## src/rtl/uart_tx_serializer.sv

```systemverilog
// UART transmitter: serialises one byte per frame (start, 8 data bits LSB first,
// optional parity, 1 or 2 stop bits) with a registered line output.
module uart_tx_serializer #(
    parameter int CLKS_PER_BIT = 868,
    parameter int PARITY_EN    = 0,
    parameter int PARITY_ODD   = 0,
    parameter int STOP_BITS    = 1
) (
    input  logic       system_clock,
    input  logic       rst,
    input  logic       start_uart,
    input  logic [7:0] urt_tx_data,
    output logic       busy_uart,
    output logic       tx,
    output logic       tx_done
);

    localparam int                BAUD_W    = $clog2(CLKS_PER_BIT);
    localparam logic [BAUD_W-1:0] BAUD_LAST = BAUD_W'(CLKS_PER_BIT - 1);
    localparam logic              STOP_LAST = (STOP_BITS == 2);
    localparam logic              ODD_FLIP  = (PARITY_ODD != 0);

    typedef enum logic [2:0] {
        IDLE,
        START_BIT,
        DATA,
        PARITY,
        STOP
    } state_t;

    state_t            state_q, state_d;
    logic [BAUD_W-1:0] baudCnt_q, baudCnt_d;
    logic [2:0]        bitIdx_q, bitIdx_d;
    logic              stopIdx_q, stopIdx_d;
    logic [7:0]        shift_q, shift_d;
    logic              parity_q, parity_d;
    logic              tx_q, tx_d;
    logic              busy_q, busy_d;
    logic              done_q, done_d;

    logic bitEnd;
    logic lastStop;
    logic frameEnd;
    logic accept;

    assign bitEnd   = (baudCnt_q == BAUD_LAST);
    assign lastStop = (stopIdx_q == STOP_LAST);
    assign frameEnd = (state_q == STOP) && bitEnd && lastStop;
    // A request arriving on the final stop-bit edge is taken immediately so frames abut.
    assign accept   = start_uart && ((state_q == IDLE) || frameEnd);

    always_ff @(posedge system_clock) begin
        if (rst) begin
            state_q   <= IDLE;
            baudCnt_q <= '0;
            bitIdx_q  <= '0;
            stopIdx_q <= 1'b0;
            shift_q   <= '0;
            parity_q  <= 1'b0;
            tx_q      <= 1'b1;
            busy_q    <= 1'b0;
            done_q    <= 1'b0;
        end else begin
            state_q   <= state_d;
            baudCnt_q <= baudCnt_d;
            bitIdx_q  <= bitIdx_d;
            stopIdx_q <= stopIdx_d;
            shift_q   <= shift_d;
            parity_q  <= parity_d;
            tx_q      <= tx_d;
            busy_q    <= busy_d;
            done_q    <= done_d;
        end
    end

    always_comb begin
        state_d = state_q;
        case (state_q)
            IDLE: begin
                if (accept) begin
                    state_d = START_BIT;
                end
            end
            START_BIT: begin
                if (bitEnd) begin
                    state_d = DATA;
                end
            end
            DATA: begin
                if (bitEnd && (bitIdx_q == 3'd7)) begin
                    state_d = (PARITY_EN != 0) ? PARITY : STOP;
                end
            end
            PARITY: begin
                if (bitEnd) begin
                    state_d = STOP;
                end
            end
            STOP: begin
                if (frameEnd) begin
                    state_d = accept ? START_BIT : IDLE;
                end
            end
            default: state_d = IDLE;
        endcase
    end

    always_comb begin
        baudCnt_d = baudCnt_q;
        bitIdx_d  = bitIdx_q;
        stopIdx_d = stopIdx_q;
        shift_d   = shift_q;
        parity_d  = parity_q;
        tx_d      = tx_q;
        busy_d    = busy_q;
        done_d    = 1'b0;

        if (state_q != IDLE) begin
            baudCnt_d = bitEnd ? '0 : baudCnt_q + BAUD_W'(1);
        end

        case (state_q)
            START_BIT: begin
                if (bitEnd) begin
                    tx_d     = shift_q[0];
                    shift_d  = shift_q >> 1;
                    bitIdx_d = 3'd0;
                end
            end
            DATA: begin
                if (bitEnd) begin
                    shift_d = shift_q >> 1;
                    if (bitIdx_q == 3'd7) begin
                        stopIdx_d = 1'b0;
                        tx_d      = (PARITY_EN != 0) ? parity_q : 1'b1;
                    end else begin
                        tx_d     = shift_q[0];
                        bitIdx_d = bitIdx_q + 3'd1;
                    end
                end
            end
            PARITY: begin
                if (bitEnd) begin
                    tx_d      = 1'b1;
                    stopIdx_d = 1'b0;
                end
            end
            STOP: begin
                if (bitEnd) begin
                    if (lastStop) begin
                        busy_d = 1'b0;
                        done_d = 1'b1;
                    end else begin
                        stopIdx_d = 1'b1;
                    end
                end
            end
            default: ;
        endcase

        // Parity is taken from the byte as latched, since shifting consumes it.
        if (accept) begin
            baudCnt_d = '0;
            bitIdx_d  = 3'd0;
            stopIdx_d = 1'b0;
            shift_d   = urt_tx_data;
            parity_d  = (^urt_tx_data) ^ ODD_FLIP;
            tx_d      = 1'b0;
            busy_d    = 1'b1;
        end
    end

    assign busy_uart = busy_q;
    assign tx        = tx_q;
    assign tx_done   = done_q;

endmodule

```

## config.mk

```make
export PLATFORM = sky130hd
export DESIGN_NAME = uart_tx_serializer
export DESIGN_NICKNAME = d
export VERILOG_FILES = /design/src/rtl/uart_tx_serializer.sv
export SDC_FILE = /design/constraint.sdc
export NUM_CORES = 1
export LEC_CHECK = 0
export ABC_AREA = 1
export BUFFER_PORTS_ARGS = -buffer_cell sky130_fd_sc_hd__buf_2
export CORE_UTILIZATION = 50
export CTS_CLUSTER_DIAMETER = 50
export DETAILED_ROUTE_END_ITERATION = 12
export PLACE_DENSITY_LB_ADDON = 0.05
export SLEW_MARGIN = 20
export SYNTH_ARGS = -nofsm -noshare
export SYNTH_HDL_FRONTEND = slang
export SYNTH_SLANG_ARGS = --single-unit
export TNS_END_PERCENT = 30
```

## constraint.sdc

```tcl
create_clock -name system_clock -period 1.5 [get_ports system_clock]
set_input_delay 0.3 -clock system_clock [delete_from_list [all_inputs] [get_ports system_clock]]
set_output_delay 0.3 -clock system_clock [all_outputs]
set_load 0.005 [all_outputs]
```

# Word level (Yosys, flattened, before mapping)
# Cells that the tools add are included.
dict set report word_totals {
  reg_bits 28
  input_bits 11
  output_inout_bits 3
  word_cells 86
}
dict set report op_classes {
  add_sub_neg 2
  eq_ne 19
  muxes 32
  bitwise_logic 3
  n_reduce_logical 22
}
# op count
set ops {}
lappend ops {{$mux 3} 8}
lappend ops {{$mux 8} 3}
lappend ops {{$ne 2x2->1 const B} 9}
lappend ops {{$mux 1} 16}
lappend ops {{$pmux 3 s5} 1}
lappend ops {{$add 10x1->10 const B} 1}
lappend ops {{$eq 10x10->1 const B} 1}
lappend ops {{$mux 10} 1}
lappend ops {{$reduce_and 5->1} 2}
lappend ops {{$ne 3x3->1 const B} 3}
lappend ops {{$reduce_and 4->1} 2}
lappend ops {{$reduce_bool 2->1} 4}
lappend ops {{$eq 3x2->1 const B} 2}
lappend ops {{$eq 3x3->1 const B} 2}
lappend ops {{$pmux 1 s3} 2}
lappend ops {{$pmux 3 s2} 1}
lappend ops {{$reduce_bool 3->1} 2}
lappend ops {{$logic_and 1x1->1} 4}
lappend ops {{$reduce_bool 4->1} 1}
lappend ops {{$reduce_or 2->1} 2}
lappend ops {{$add 3x1->3 const B} 1}
lappend ops {{$eq 3x1->1 const B} 1}
lappend ops {{$logic_not 3->1} 1}
lappend ops {{$not 1->1} 3}
lappend ops {{other kinds (5)} 5}

# Depth between registers and ports, before layout
# Gate-level depths: netlist of the first run.
dict set report depth {
  ltp_word 8
  ltp_mapped 11
  mapped_depth_nobuf 11
}

# Worst setup path after synthesis of the first run
# No wires, ideal clock.
dict set report synth_timing {
  path_type {flip-flop to flip-flop}
  startpoint {register baudCnt_q[0]}
  endpoint {register shift_q[1]}
  setup_time_ns 0.109
  t_arrival_ns 1.351
  required_ns 1.391
  slack_ns 0.040
  path_stages_with_launch 12
  n_path_buf 1
  synth_period_minus_slack_ns 1.460
  cell_sequence {dfxtp_1 > ha_1 > nand3_1 > nor2_2 > nand3_2 > nand2_4 > nand2_4 > buf_6 > nand2_1 > nand2_1 > clkinv_1 > nor2_2}
}
dict set report synth_between {
  elab_chain_cells 7
  elab_cells_between_ends 9
  classes_between {1 x eq/ne; 1 x mux; 7 x reduce/logical}
}
# item line
set synth_rtl {}
lappend synth_rtl {{start: declaration} 32} ;# logic [BAUD_W-1:0] baudCnt_q, baudCnt_d;
lappend synth_rtl {{start signal: assignment} 65} ;# baudCnt_q <= baudCnt_d;
lappend synth_rtl {{$eq 10x10->1 *} 46} ;# assign bitEnd = (baudCnt_q == BAUD_LAST);
lappend synth_rtl {{$logic_and 1x1->1 (2 in series)} 48} ;# assign frameEnd = (state_q == STOP) && bitEnd && lastStop;
lappend synth_rtl {{$logic_or 1x1->1} 50} ;# assign accept = start_uart && ((state_q == IDLE) || frameEnd);
lappend synth_rtl {{$logic_and 1x1->1} 50}
lappend synth_rtl {{$reduce_bool 2->1 (no line)} n/a}
lappend synth_rtl {{$reduce_and 2->1 (no line)} n/a}
lappend synth_rtl {{end signal: assignment} 68} ;# shift_q <= shift_d;
lappend synth_rtl {{end: declaration} 35} ;# logic [7:0] shift_q, shift_d;
# Every way passes the cells marked *; elsewhere a longest branch is shown, timed or not.
# A chain may end at the register's enable or synchronous reset.

# Worst setup path in the final report of the first run
dict set report layout_timing {
  startpoint {register baudCnt_q[0]}
  endpoint {register shift_q[3]}
}
# Same word-level chain as after synthesis.

==> results of run 1 <==
## layout make-up
class,count,area share [%]
multi-input cells,149,48.9
flip-flops and latches,27,31.1
repair buffers,25,9.39
inverters,31,6.85
well taps,31,2.19
clock buffers,3,1.27
clock inverters,1,0.282
## how the worst max path moves through the flow
| stage | slack (ns) | end | from |
|---|---|---|---|
| floorplan | 0.04 | shift_q[1] | baudCnt_q[0] |
| global placement | 0.02 | shift_q[6] | baudCnt_q[0] |
| detailed placement | -0.01 | shift_q[1] | baudCnt_q[1] |
| CTS | 0.0007 | shift_q[5] | baudCnt_q[0] |
| global route | -0.05 | shift_q[4] | baudCnt_q[1] |
| finish | 0.04 | shift_q[3] | baudCnt_q[0] |
## cell usage after synthesis, types with 2 or more instances
library cell / count
nand4_1: 3
xor2_1: 6
inv_1: 17
nand2_4: 3
clkinv_1: 7
ha_1: 3
dfxtp_1: 27
nand3_2: 4
nand2_2: 3
buf_6: 2
inv_2: 7
nor2_2: 8
or2_1: 2
o21ai_0: 2
nand3_1: 22
nand2_1: 54
nor2_1: 22
buf_2: 2
a21oi_1: 11
o21ai_1: 2
## per-layer routing
layer	vias up	share of wire, %	global-route usage [%]
met2	33	49	36.9
met4	0	1.5	8.71
met1	596	46	26.5
met5	-	0	0
met3	6	3.5	2.79
li1	703	-	-
## kinds of logic after synthesis
family | synth area share, %
AOI/OAI and AO/OA | 5.11
and+or+nand+nor | 41.2
buffers and inverters | 10.1
adders and majority gates | 2.56
DFF | 36.8
xor gates and xnor gates | 4.18
## registers in the layout (all words and copies together) (netlist names)
signal     flops
tx             1
busy_uart      1
tx_done        1
shift_q        8
baudCnt_q     10
state_q        3
bitIdx_q       3
## power by group through the flow
stage | combinational (uW) | sequential, uW | clock [uW]
finish | 1180 | 914 | 317
floorplan | 781 | 902 | 0
CTS | 1070 | 905 | 334
detailed placement | 1010 | 911 | 0
global placement | 997 | 905 | 0
global route | 1340 | 924 | 353
## metrics by stage
| stage | setup WS, ns | TNS (ns) | util, % | instance area [um^2] |
|---|---|---|---|---|
| after floorplan | 0.0404 | 0 | - | 1470 |
| after global placement | 0.0175 | 0 | 57.7 | 1590 |
| after detailed placement | -0.0135 | -0.0535 | 57.7 | 1590 |
| after CTS | 0.000718 | 0 | 61.1 | 1680 |
| after global routing | -0.0529 | -0.315 | 64.3 | 1770 |
| final | 0.0405 | 0 | 64.3 | 1770 |
## timing repair
| item | 4_1_cts | 5_1_grt |
|---|---|---|
| hold endpoints to repair | 0 | 0 |
| endpoints found under the setup margin | 20 | 22 |
| buffers inserted | 2 | 3 |
| pin swaps | 3 | 9 |
| gates resized for setup | 11 | 23 |
## worst max-delay path: cells and delay by family (launching register included)
| family | cells | cell delay (ns) |
|---|---|---|
| adder cells (fa/ha/maj) | 1 | 0.15 |
| buffers and inverters | 2 | 0.17 |
| flip-flops | 1 | 0.38 |
| AND/OR/NAND/NOR | 8 | 0.68 |
==> results by group, run 1 <==
Status
  • Outcome: finished, final reports clean

Layout
  • Multi-input gate area: 867 um^2
  • Layout fillers: 273
  • Register area: 552 um^2
  • Antenna fix cells: 0
  • Commonest non-fill, non-tap cell in the layout: nand2_1
  • Most frequent cells in the layout: nand2_1 (49), nor2_1 (22), nand3_1 (20), dfxtp_1 (20), inv_1 (16)
  • Area delta synth->final: 20.8%
  • Layout cells sized above 1: 31.8%
  • Post-route non-filler standard cell count: 267
  • Layout net count: 251

Flow run
  • Count of max-cap constraint violations: 0

Setup path
  • Max Fanout on Critical Path: 8
  • Crit path DAT: 1.69 ns
  • CP Cell Sequence: ha_4, nand3_4, nor2_4, buf_6, nand2_8, nor2_8, nand2_2, nand2_2, nand2_2, inv_2, nor2_2
  • RR Endpoint: shift_q[3]
  • Startpoint Class: register
  • R2r setup slk: 0.04 ns
  • Crit Path Class: register to register
  • CP max stage cell: dfxtp_2
  • CP peak stage delay: 0.38 ns
  • Worst Path Required: 1.74 ns
  • R2r worst-path depth: 11
  • Top cell by count, worst path: nand2_2
  • Critical path endpoint category: register
  • Reg2reg start: baudCnt_q[0]

Timing
  • Fin Hold WS: 0.189 ns
  • Endpoints failing hold: 0
  • Final slew viol count: 0
  • Fmax: 685 MHz
  • Tcrit/Tclk final: 97.3%
  • Fin Clk Skew: 0.0132 ns
  • Worst rel slew slack: 71.3%
  • Setup-failing EPs final: 0
  • Measured slew at the worst slew-check pin: 0.430 ns
  • Final critical-path required period: 1.46 ns
  • RSZ-0062 raised after global routing: true

Pwr
  • Leak pwr: 0.000817 uW
  • Maximum vdd drop: 0.873 mV
  • Pint: 1410 uW
  • Sw Ratio: 41.6%
  • Logic pwr share: 48.9%
  • Net Switching: 1000 uW
  • Power Dens Cells: 1360 mW/mm^2
  • Sequential power share: 37.9%
  • PnR Total Power: 2410 uW
  • Clock group share of total power: 13.2%

Detailed routing
  • Vias: 1338
  • Final ANT Viol Nets: 0
  • WL/cell: 11.2 um
  • Drt drc: 0
  • Initial DRT Pass Iterations: 4
  • 1st-iter DRT viols: 34
  • Final WL: 3.00 mm
  • Vias/cell: 5.01

Logic synthesis
  • Synthesized area per cell: 6.96 um^2
  • Synth cell types: 24
  • Post-synth EDFFs: 0
  • Primary FF master, synth: dfxtp_1
  • Synthesized flop and latch total: 27
  • Yosys warns: 0
  • Share of the synthesized area in the top cell type: 36.8%
  • Area leader, netlist: dfxtp_1
  • Post-synthesis sequential area ratio: 36.8%
  • Top cells by area, synth: dfxtp_1 (37%), nand2_1 (14%), nand3_1 (7.5%)
  • Post-Syn Nets: 225
  • Ys async rst share: 0%
  • Post-synthesis cell count: 211
  • Syn Std Cell Area: 0.00147 mm^2

Placed design
  • DPL Wire Length: 2.21 mm
  • Port bufs: 13
  • Final estimated routing congestion in global placement: 0.852
  • Cells after DPL: 258

Clocking
  • Clk sink count: 27
  • TritonCTS clock tree: yes
  • Worst-Skew Late Latency: 0.33 ns
  • CTS root buffer: clkbuf_4
  • CTS max path bufs: 2
  • CTS Buf Count: 3
  • H-tree lvl count: 1
  • CTS clk-pin slew, worst paths: 0.15 ns
  • Hold buffer count at CTS: 0

Worst hold path
  • Hold depth: 2
  • Hold path start: rst
  • Hold Path End: state_q[0]
  • Worst Hold Class: input port to register

Floorplan
  • Ports: 14
  • Placement row count: 19
  • Die width: 56.2 um
  • Initial Util: 53.2%
  • Die area: 0.00316 mm^2
  • Die height: 56.2 um
  • Core ar.: 0.00276 mm^2

Global route
  • Initial antenna violation count: 0
  • All-Layer GR Usage: 21.3%
  • Grt ovf: 0
  • Vias in the first global route: 1278
  • Largest net degree at the start of global routing: 21
  • First-pass GRT wire length: 5.32 mm
(Power assumes the default switching activity.)
==> inputs of run 2 (changes only) <==
- CORE_MARGIN: default -> 2
==> results by group, run 2 (synthesized netlist as in run 1, its figures left out) <==
Floorplan
  • Die height: 58.2 um (+3.6%)
  • Die area: 0.00338 mm^2 (+7.2%)
  • Core ar.: 0.00278 mm^2 (+0.86%)
  • Ports: 14 (unchanged)
  • Initial Util: 52.8% (-0.45 points)
  • Die width: 58.2 um (+3.6%)
  • Placement row count: 19 (unchanged)

Timing
  • Setup-failing EPs final: 0 (unchanged)
  • Tcrit/Tclk final: 97.7% (+0.44 points)
  • Final critical-path required period: 1.47 ns (+0.00661 ns)
  • Fin Hold WS: 0.186 ns (-0.00345 ns)
  • Fmax: 682 MHz (-0.45%)
  • Setup tns final: 0 ns (unchanged)
  • Measured slew at the worst slew-check pin: 0.326 ns (-0.104 ns)
  • Endpoints failing hold: 0 (unchanged)
  • Fin Clk Skew: 0.00663 ns (-0.00660 ns)
  • Worst rel slew slack: 78.3% (+6.9 points)
  • Final slew viol count: 0 (unchanged)
  • RSZ-0062 raised after global routing: true

Setup path
  • Crit path DAT: 1.71 ns (+0.02 ns)
  • Startpoint Class: register
  • Crit Path Class: register to register
  • Critical path endpoint category: register
  • Worst Path Required: 1.75 ns (about the same)
  • Max Fanout on Critical Path: 8 (unchanged)

Layout
  • Largest register FFs: 10 (unchanged)
  • Register area: 552 um^2 (unchanged)
  • Antenna fix cells: 0 (unchanged)
  • Layout net count: 246 (-2.0%)
  • Commonest non-fill, non-tap cell in the layout: nand2_1
  • Area delta synth->final: 18.0%
  • Multi-input gate area: 863 um^2 (-0.43%)
  • Most frequent cells in the layout: nand2_1 (50), nor2_1 (21), dfxtp_1 (20), nand3_1 (19), inv_1 (17)
  • Layout cells sized above 1: 30.3% (-1.5 points)
  • Layout fillers: 255 (-6.6%)
  • Cell area after layout: 0.00173 mm^2 (-2.3%)
  • Post-route non-filler standard cell count: 262 (-1.9%)
  • Largest regs: baudCnt_q: 10 flops, shift_q: 8 flops
  • Reg with most FFs: baudCnt_q

Pwr
  • Sw Ratio: 41.8% (+0.19 points)
  • Power Dens Cells: 1360 mW/mm^2 (about the same)
  • Leak pwr: 0.000810 uW (-0.92%)
  • PnR Total Power: 2350 uW (-2.3%)
  • Maximum vdd drop: 0.871 mV (-0.23%)
  • Net Switching: 984 uW (-1.9%)
  • Logic pwr share: 47.0% (-1.9 points)
  • Pint: 1370 uW (-2.6%)
  • Clock group share of total power: 13.8% (+0.6 points)
  • Sequential power share: 39.1% (+1.2 points)

Clocking
  • TritonCTS clock tree: yes
  • Clk sink count: 27 (unchanged)
  • Hold buffer count at CTS: 0 (unchanged)
  • H-tree lvl count: 1 (unchanged)
  • CTS root buffer: clkbuf_4
  • CTS Buf Count: 3 (unchanged)
  • Worst-Skew Late Latency: 0.33 ns (about the same)
  • CTS clk-pin slew, worst paths: 0.15 ns (about the same)
  • CTS max path bufs: 2 (unchanged)

Placed design
  • DPL Wire Length: 2.09 mm (-5.5%)
  • Final estimated routing congestion in global placement: 0.851 (-0.21%)
  • Placed Area: 0.00160 mm^2 (+0.79%)
  • Port bufs: 13 (unchanged)
  • Cells after DPL: 258 (unchanged)

Detailed routing
  • Final ANT Viol Nets: 0 (unchanged)
  • WL/cell: 10.7 um (-5.2%)
  • Initial DRT Pass Iterations: 4 (unchanged)
  • Vias: 1301 (-2.8%)
  • Vias/cell: 4.97 (-0.91%)
  • Final WL: 2.79 mm (-6.9%)
  • Drt drc: 0 (unchanged)
  • 1st-iter DRT viols: 46 (+35%)

Global route
  • Largest net degree at the start of global routing: 21 (unchanged)
  • Initial antenna violation count: 0 (unchanged)
  • All-Layer GR Usage: 18.9% (-2.4 points)
  • Vias in the first global route: 1246 (-2.5%)
  • First-pass GRT wire length: 5.00 mm (-6.0%)
  • Grt ovf: 0 (unchanged)

Flow run
  • Count of max-cap constraint violations: 0 (unchanged)

Worst hold path
  • Worst Hold Class: input port to register

Status
  • Outcome: finished, final reports clean
run 2: power by group through the flow:
stage	registers, uW	clock network (uW)	logic, uW
after floorplan	902	0	781
after global placement	906	0	1020
after detailed placement	913	0	1030
after CTS	907	340	1060
after global routing	933	369	1260
final	921	325	1110
run 2: layout make-up:
class / instances / area share, %
clock buffers: 4 / 1.52
multi-input cells: 149 / 49.9
repair buffers: 20 / 7.51
well taps: 31 / 2.24
flip-flops and latches: 27 / 31.9
inverters: 31 / 7.01
run 2: routing by layer:
metal	wire length (um)	global-route usage [%]
met1	1270	23.3
met2	1410	32.0
met3	65	2.90
met4	42	9.63
met5	0	0
run 2: worst max-delay path, stage by stage, from the launching register on:
cell and delay (ns):
dfxtp_2 0.38, ha_4 0.14, nand3_2 0.09, nor2_4 0.17, nand2_4 0.12, nor2_8 0.20
nand2_1 0.07, nand2_1 0.07, nand2_1 0.06, inv_2 0.05, nor2_2 0.03
run 2: what timing repair did:
action                                  4_1_cts  5_1_grt
gates cloned                                  0        0
gates resized for setup                      10       21
endpoints found under the setup margin       19       17
setup buffers                                 0        0
pin swaps                                     2       14
run 2: final timing paths:
kind	from	end	slack (ns)	cells past startpoint
setup / recovery	baudCnt_q[1]	shift_q[6]	0.03	10
hold / removal	rst	state_q[0]	0.19	2
setup reg to reg	baudCnt_q[1]	shift_q[6]	0.03	10
hold reg to reg	busy_uart	busy_uart	0.48	2
run 2: per-stage QoR:
step | setup WS (ns) | utilization (%)
global placement | 0.0331 | 57.7
finish | 0.0339 | 62.3
global route | -0.0806 | 62.3
detailed placement | -0.00522 | 57.7
CTS | 0.00160 | 60.4
floorplan | 0.0404 | -
